===== src/rtl/ldpc_ctrl_pkg.sv =====
// rtl/ldpc_ctrl_pkg.sv - shared state encoding and defaults for the LDPC iteration controller
`timescale 1ns/1ps
package ldpc_ctrl_pkg;

   // Encoding is shared with the frame sequencer, so the values are fixed
   typedef enum logic [1:0] {
      IDLE  = 2'd0,
      RUN   = 2'd1,
      DRAIN = 2'd2,
      DONE  = 2'd3
   } ctrl_state_e;

   localparam int DEF_NUM_LAYERS = 12;
   localparam int DEF_LOG2_ITER  = 6;

endpackage


===== src/rtl/ldpc_layer_counter.sv =====
// rtl/ldpc_layer_counter.sv - layer index counter with enable, clear and wrap pulse
`timescale 1ns/1ps
module ldpc_layer_counter
   import ldpc_ctrl_pkg::*;
#(
   parameter int NUM_LAYERS  = DEF_NUM_LAYERS,
   parameter int LOG2_LAYERS = 4
) (
   input  logic                   clk,
   input  logic                   rst,
   input  logic                   clr,
   input  logic                   en,
   output logic [LOG2_LAYERS-1:0] layer_idx,
   output logic                   at_last,
   output logic                   wrap
);

   logic [LOG2_LAYERS-1:0] layer_q;
   logic [LOG2_LAYERS-1:0] layer_d;

   assign at_last   = (layer_q == LOG2_LAYERS'(NUM_LAYERS - 1));
   // Combinational so the iteration count moves on the same edge as the wrap
   assign wrap      = en && at_last && !clr;
   assign layer_idx = layer_q;

   // Next layer: clear wins, otherwise step and wrap to zero after the last layer
   always_comb begin
      layer_d = layer_q;
      if (clr) begin
         layer_d = '0;
      end else if (en) begin
         layer_d = at_last ? '0 : layer_q + LOG2_LAYERS'(1);
      end
   end

   // Layer index register
   always_ff @(posedge clk or negedge rst) begin
      if (!rst) begin
         layer_q <= '0;
      end else begin
         layer_q <= layer_d;
      end
   end

endmodule


===== src/rtl/ldpc_iter_ctrl.sv =====
// rtl/ldpc_iter_ctrl.sv - iteration/schedule controller for the layered LDPC decoder
`timescale 1ns/1ps
module ldpc_iter_ctrl
   import ldpc_ctrl_pkg::*;
#(
   parameter int NUM_LAYERS   = DEF_NUM_LAYERS,
   parameter int LOG2_LAYERS  = 4,
   parameter int LOG2_ITER    = DEF_LOG2_ITER,
   parameter int DRAIN_CYCLES = 3,
   parameter int LOG2_DRAIN   = 2
) (
   input  logic                   clk,
   input  logic                   rst,
   input  logic                   start,
   input  logic [LOG2_ITER-1:0]   max_iter,
   input  logic                   layer_en,
   input  logic                   syn_valid,
   input  logic                   syn_ok,
   input  logic                   abort,
   input  logic                   done_ack,
   output logic [LOG2_LAYERS-1:0] layer_idx,
   output logic [LOG2_ITER-1:0]   iter_count,
   output logic [1:0]             state,
   output logic                   busy,
   output logic                   done,
   output logic                   converged
);

   ctrl_state_e            state_q, state_d;
   logic [LOG2_ITER-1:0]   iter_q, iter_d;
   logic [LOG2_ITER-1:0]   max_q, max_d;
   logic [LOG2_DRAIN-1:0]  drain_q, drain_d;
   logic                   conv_q, conv_d;
   logic                   cnt_clr, cnt_en;
   logic                   at_last, wrap;
   logic                   syn_hit;

   assign syn_hit = syn_valid && syn_ok;

   ldpc_layer_counter #(
      .NUM_LAYERS  (NUM_LAYERS),
      .LOG2_LAYERS (LOG2_LAYERS)
   ) u_layer_cnt (
      .clk       (clk),
      .rst       (rst),
      .clr       (cnt_clr),
      .en        (cnt_en),
      .layer_idx (layer_idx),
      .at_last   (at_last),
      .wrap      (wrap)
   );

   // Frame FSM next state: abort beats syndrome, syndrome beats max-iteration
   always_comb begin
      state_d = state_q;
      iter_d  = iter_q;
      max_d   = max_q;
      drain_d = drain_q;
      conv_d  = conv_q;
      cnt_clr = 1'b0;
      cnt_en  = 1'b0;
      case (state_q)
         IDLE: begin
            if (start) begin
               state_d = RUN;
               iter_d  = '0;
               conv_d  = 1'b0;
               max_d   = (max_iter == '0) ? LOG2_ITER'(1) : max_iter;
               cnt_clr = 1'b1;
            end
         end
         RUN: begin
            if (abort) begin
               state_d = IDLE;
               conv_d  = 1'b0;
            end else begin
               // A syndrome hit freezes the layer unless it lands on the wrap step
               cnt_en = layer_en && (!syn_hit || at_last);
               if (wrap) begin
                  iter_d = iter_q + LOG2_ITER'(1);
               end
               if (syn_hit) begin
                  state_d = DRAIN;
                  conv_d  = 1'b1;
               end else if (wrap && (iter_d == max_q)) begin
                  state_d = DRAIN;
               end
            end
         end
         DRAIN: begin
            if (abort) begin
               state_d = IDLE;
               conv_d  = 1'b0;
               drain_d = '0;
            end else if (drain_q == LOG2_DRAIN'(DRAIN_CYCLES - 1)) begin
               state_d = DONE;
               drain_d = '0;
            end else begin
               drain_d = drain_q + LOG2_DRAIN'(1);
            end
         end
         DONE: begin
            if (done_ack) begin
               state_d = IDLE;
            end
         end
         default: begin
            state_d = IDLE;
         end
      endcase
   end

   // Controller state registers
   always_ff @(posedge clk or negedge rst) begin
      if (!rst) begin
         state_q <= IDLE;
         iter_q  <= '0;
         max_q   <= LOG2_ITER'(1);
         drain_q <= '0;
         conv_q  <= 1'b0;
      end else begin
         state_q <= state_d;
         iter_q  <= iter_d;
         max_q   <= max_d;
         drain_q <= drain_d;
         conv_q  <= conv_d;
      end
   end

   assign state      = state_q;
   assign iter_count = iter_q;
   assign converged  = conv_q;
   assign busy       = (state_q == RUN) || (state_q == DRAIN);
   assign done       = (state_q == DONE);

endmodule


===== config.mk =====
export PLATFORM = sky130hd
export DESIGN_NAME = ldpc_iter_ctrl
export DESIGN_NICKNAME = d
export VERILOG_FILES = /design/src/rtl/ldpc_ctrl_pkg.sv /design/src/rtl/ldpc_layer_counter.sv /design/src/rtl/ldpc_iter_ctrl.sv
export SDC_FILE = /design/constraint.sdc
export NUM_CORES = 1
export LEC_CHECK = 0
export CAP_MARGIN = 20
export CORE_MARGIN = 2
export CORE_UTILIZATION = 45
export DETAILED_ROUTE_END_ITERATION = 10
export PLACE_DENSITY = 0.75
export REMOVE_ABC_BUFFERS = 1
export SLEW_MARGIN = 0
export SYNTH_ARGS = -nofsm -noshare
export SYNTH_HDL_FRONTEND = slang
export SYNTH_SLANG_ARGS = --single-unit
export TNS_END_PERCENT = 10

===== constraint.sdc =====
create_clock -name clk -period 2.3 [get_ports clk]
set_clock_uncertainty 0.1 [all_clocks]
set_input_delay 0.345 -clock clk [delete_from_list [all_inputs] [get_ports clk]]
set_output_delay 0.345 -clock clk [all_outputs]
set_load 0.02 [all_outputs]

==> impl_metrics.yaml <==
run_status:
  outcome: "complete, no violations"
worst_hold_path:
  hold_class: "in -> async"
layout:
  design_area_sq_um: 1780
  drive_above_1_share_pct: 15.3
  nets: 213
  area_growth_pct: 35.2
  final_util_pct: 64.4
  layout.cells.non_filler: 221
  antenna_cells: 0
worst_setup_path:
  arrival_ns: 2.28
  crit_type: "reg -> reg"
  critical_path_required_ns: 2.43
  path_cells: "ha_1 > and3b_2 > a311o_2 > o31ai_1 > a211oi_1 > o41ai_4 > mux2i_1"
  worstPathMaxFanout: 4
  crit_path_top_delay_cell: "dfrtp_1"
  endpoint_kind: "register"
  worstSetupStartpointType: "register"
  cpPeakStageDelay_ns: 0.43
timing:
  hold_slack_ns: 0.274
  setup_viol: 0
  min_period_ns: 2.15
  period_share_pct: 93.3
  max_freq_ghz: 0.466
  rsz0062_at_grt: "no"
  slew_viol_final: 0
  timing.slew.headroom_pct: 64.4
  tightest_slew_ns: 0.532
  setup_ws_ns: 0.155
  finalHoldViolations: 0
power:
  peakVddDrop_v: 0.000663
  pwr-share-comb_pct: 57.3
  power_density_nw_per_um2: 964
  sequentialPowerShare_pct: 32.3
  p_int_w: 0.00102
  p_leak_nw: 0.819
  pwr-share-clk_pct: 10.4
  p_sw_w: 0.000693
  switching_share_pct: 40.4
cts:
  cts_tree: "yes"
  cts_buffers: 3
  root_buffer: "clkbuf_4"
  path_clk_slew_ns: 0.12
  htreeDepth: 1
  postCtsHoldBufs: 0
  cts.path.max_buffers: 2
  cts.sink_count: 21
  clk_latency_ns: 0.30
synth:
  netlist_area_sq_um: 1310
  synth-edff-count: 0
  synth_top_cell_area_share_pct: 38.1
  synth_most_common_cell: "nand2_1"
  synth.area.top_cells: "dfrtp_1, ha_1, nand2_1, o21ai_0, a21oi_1"
  yosys.area.top_type: "dfrtp_1"
  yosysSeqAreaShare_pct: 40.1
  netlist_instances: 145
  ys_async_sr_fraction_pct: 100
  synth-seq-cells: 21
  synthTopCellsByCount: "nand2_1, dfrtp_1, o21ai_0, a21oi_1, ha_1"
  synth_flop_cell: "dfrtp_1"
  yosysWarnings: 0
  avgSynthCellArea_sq_um: 9.06
  ys_types: 39
die:
  die-area_sq_um: 3370
  die_height_microns: 58.0
  io_pins: 29
  fp-row-count: 19
  core_area_sq_um: 2760
  start_util_pct: 47.6
  fp.dieW_microns: 58.0
global_routing:
  grt_pass1_vias: 1274
  top_usage_layer: "met2"
  grt_max_degree: 13
  grt.total_usage_pct: 20.2
  grt_pass1_wl_microns: 5220
  grt_antenna_before_repair: 0
  grt.overflow.total: 0
  met1_usage_pct: 22.4
  grt.met2_usage_pct: 38.3
  use_met3_pct: 4.02
job:
  maxCapViolCount: 0
placement:
  finalWeightedCongestion: 0.827
  dp_hpwl_microns: 2570
  io_buffers: 28
  placed_cells: 217
  dpl_cell_area_sq_um: 1730
  dpl_worst_slack_ns: -0.192
route:
  drc: 0
  wl_microns: 3060
  wl_per_cell_microns: 13.9
  vias: 1213
  drt_first_pass_iters: 4
  viasPerCell: 5.49
  drtIter0Drc: 26
  ant_nets: 0
## placed cells by master, fill, tap and decap left out, types with 3 or more instances in the layout
cell             count
nand2_1             22
buf_4               16
nor2_1               6
ha_1                 8
nor3_1               3
a21oi_1             12
nand2b_1             3
and2_1               3
clkdlybuf4s50_1     28
inv_1                4
mux2i_1              3
xor2_1               4
xnor2_1              6
clkbuf_4             3
dfrtp_1             20
o21ai_0             16
and3_1               3
## layer usage
metal  vias to the layer above  part of all wire (%)  routed length, microns
met5                         -                     0                       0
met4                         0                   1.2                      36
met3                         4                   3.5                     108
met2                        27                    55                    1670
met1                       587                    41                    1250
li1                        595                     -                       -
## path summary, 6_finish.rpt
kind / from / to / slack, ns / depth (start not counted)
min in group clk: max_q[0]$_DFFE_PN1P_ / max_q[0]$_DFFE_PN1P_ / 0.41 / 2
setup / recovery: u_layer_cnt.layer_idx[1]$_DFFE_PN0P_ / state[0]$_DFFE_PN0P_ / 0.15 / 7
hold reg to reg: max_q[0]$_DFFE_PN1P_ / max_q[0]$_DFFE_PN1P_ / 0.41 / 2
max in group asynchronous: rst / max_q[4]$_DFFE_PN0P_ / 1.27 / 2
hold / removal: rst / converged$_DFFE_PN0P_ / 0.27 / 1
setup reg to reg: u_layer_cnt.layer_idx[1]$_DFFE_PN0P_ / state[0]$_DFFE_PN0P_ / 0.15 / 7
## power by group through the flow
stage	logic (W)	clock network (W)	registers (W)
4_1_cts	0.000960	0.000180	0.000556
2_1_floorplan	0.000525	0	0.000603
5_1_grt	0.00108	0.000195	0.000567
3_5_place_dp	0.000957	0	0.000563
6_report	0.000981	0.000178	0.000553
3_3_place_gp	0.000916	0	0.000556
## critical path, delay by kind of cell (launching register included)
kind | cells | cell delay [ns]
AOI/OAI and AO/OA | 4 | 0.84
adders and majority gates | 1 | 0.23
DFF | 1 | 0.43
muxes | 1 | 0.22
and+or+nand+nor | 1 | 0.25
## area by class of cell
type	count	area, sq um
inverters	4	15.0
fillers	258	981
clock inverters	1	5.00
well taps	31	38.8
multi-input cells	117	768
repair buffers	44	400
clock buffers	3	22.5
flip-flops and latches	21	527
## flip-flops by register name (all words and copies together) (netlist names)
name	cells
converged	1
drain_q	2
iter_count	6
max_q	6
state	2
u_layer_cnt.layer_idx	4
## cells by family after synthesis
logic type / count (synthesis) / synth area share [%]
xor gates and xnor gates: 10 / 6.67
adders and majority gates: 8 / 7.62
AOI/OAI and AO/OA: 36 / 16.3
muxes: 4 / 3.14
DFF: 21 / 40.1
buffers and inverters: 7 / 2.67
and+or+nand+nor: 59 / 23.5
## stage by stage
stage / total power (W) / setup TNS, ns
2_1_floorplan: 0.00113 / -0.111
3_3_place_gp: 0.00147 / -0.179
3_5_place_dp: 0.00152 / -0.421
4_1_cts: 0.00170 / 0
5_1_grt: 0.00184 / 0
6_report: 0.00171 / 0
## timing repair
action | 4_1_cts | 5_1_grt
setup buffers | 0 | 0
gates cloned | 0 | 0
setup endpoints to repair | 2 | 4
pin swaps | 1 | 0
gates resized for setup | 0 | 3
endpoints found under the hold margin | 0 | 0
No activity file was read; power rests on OpenSTA's default activity.
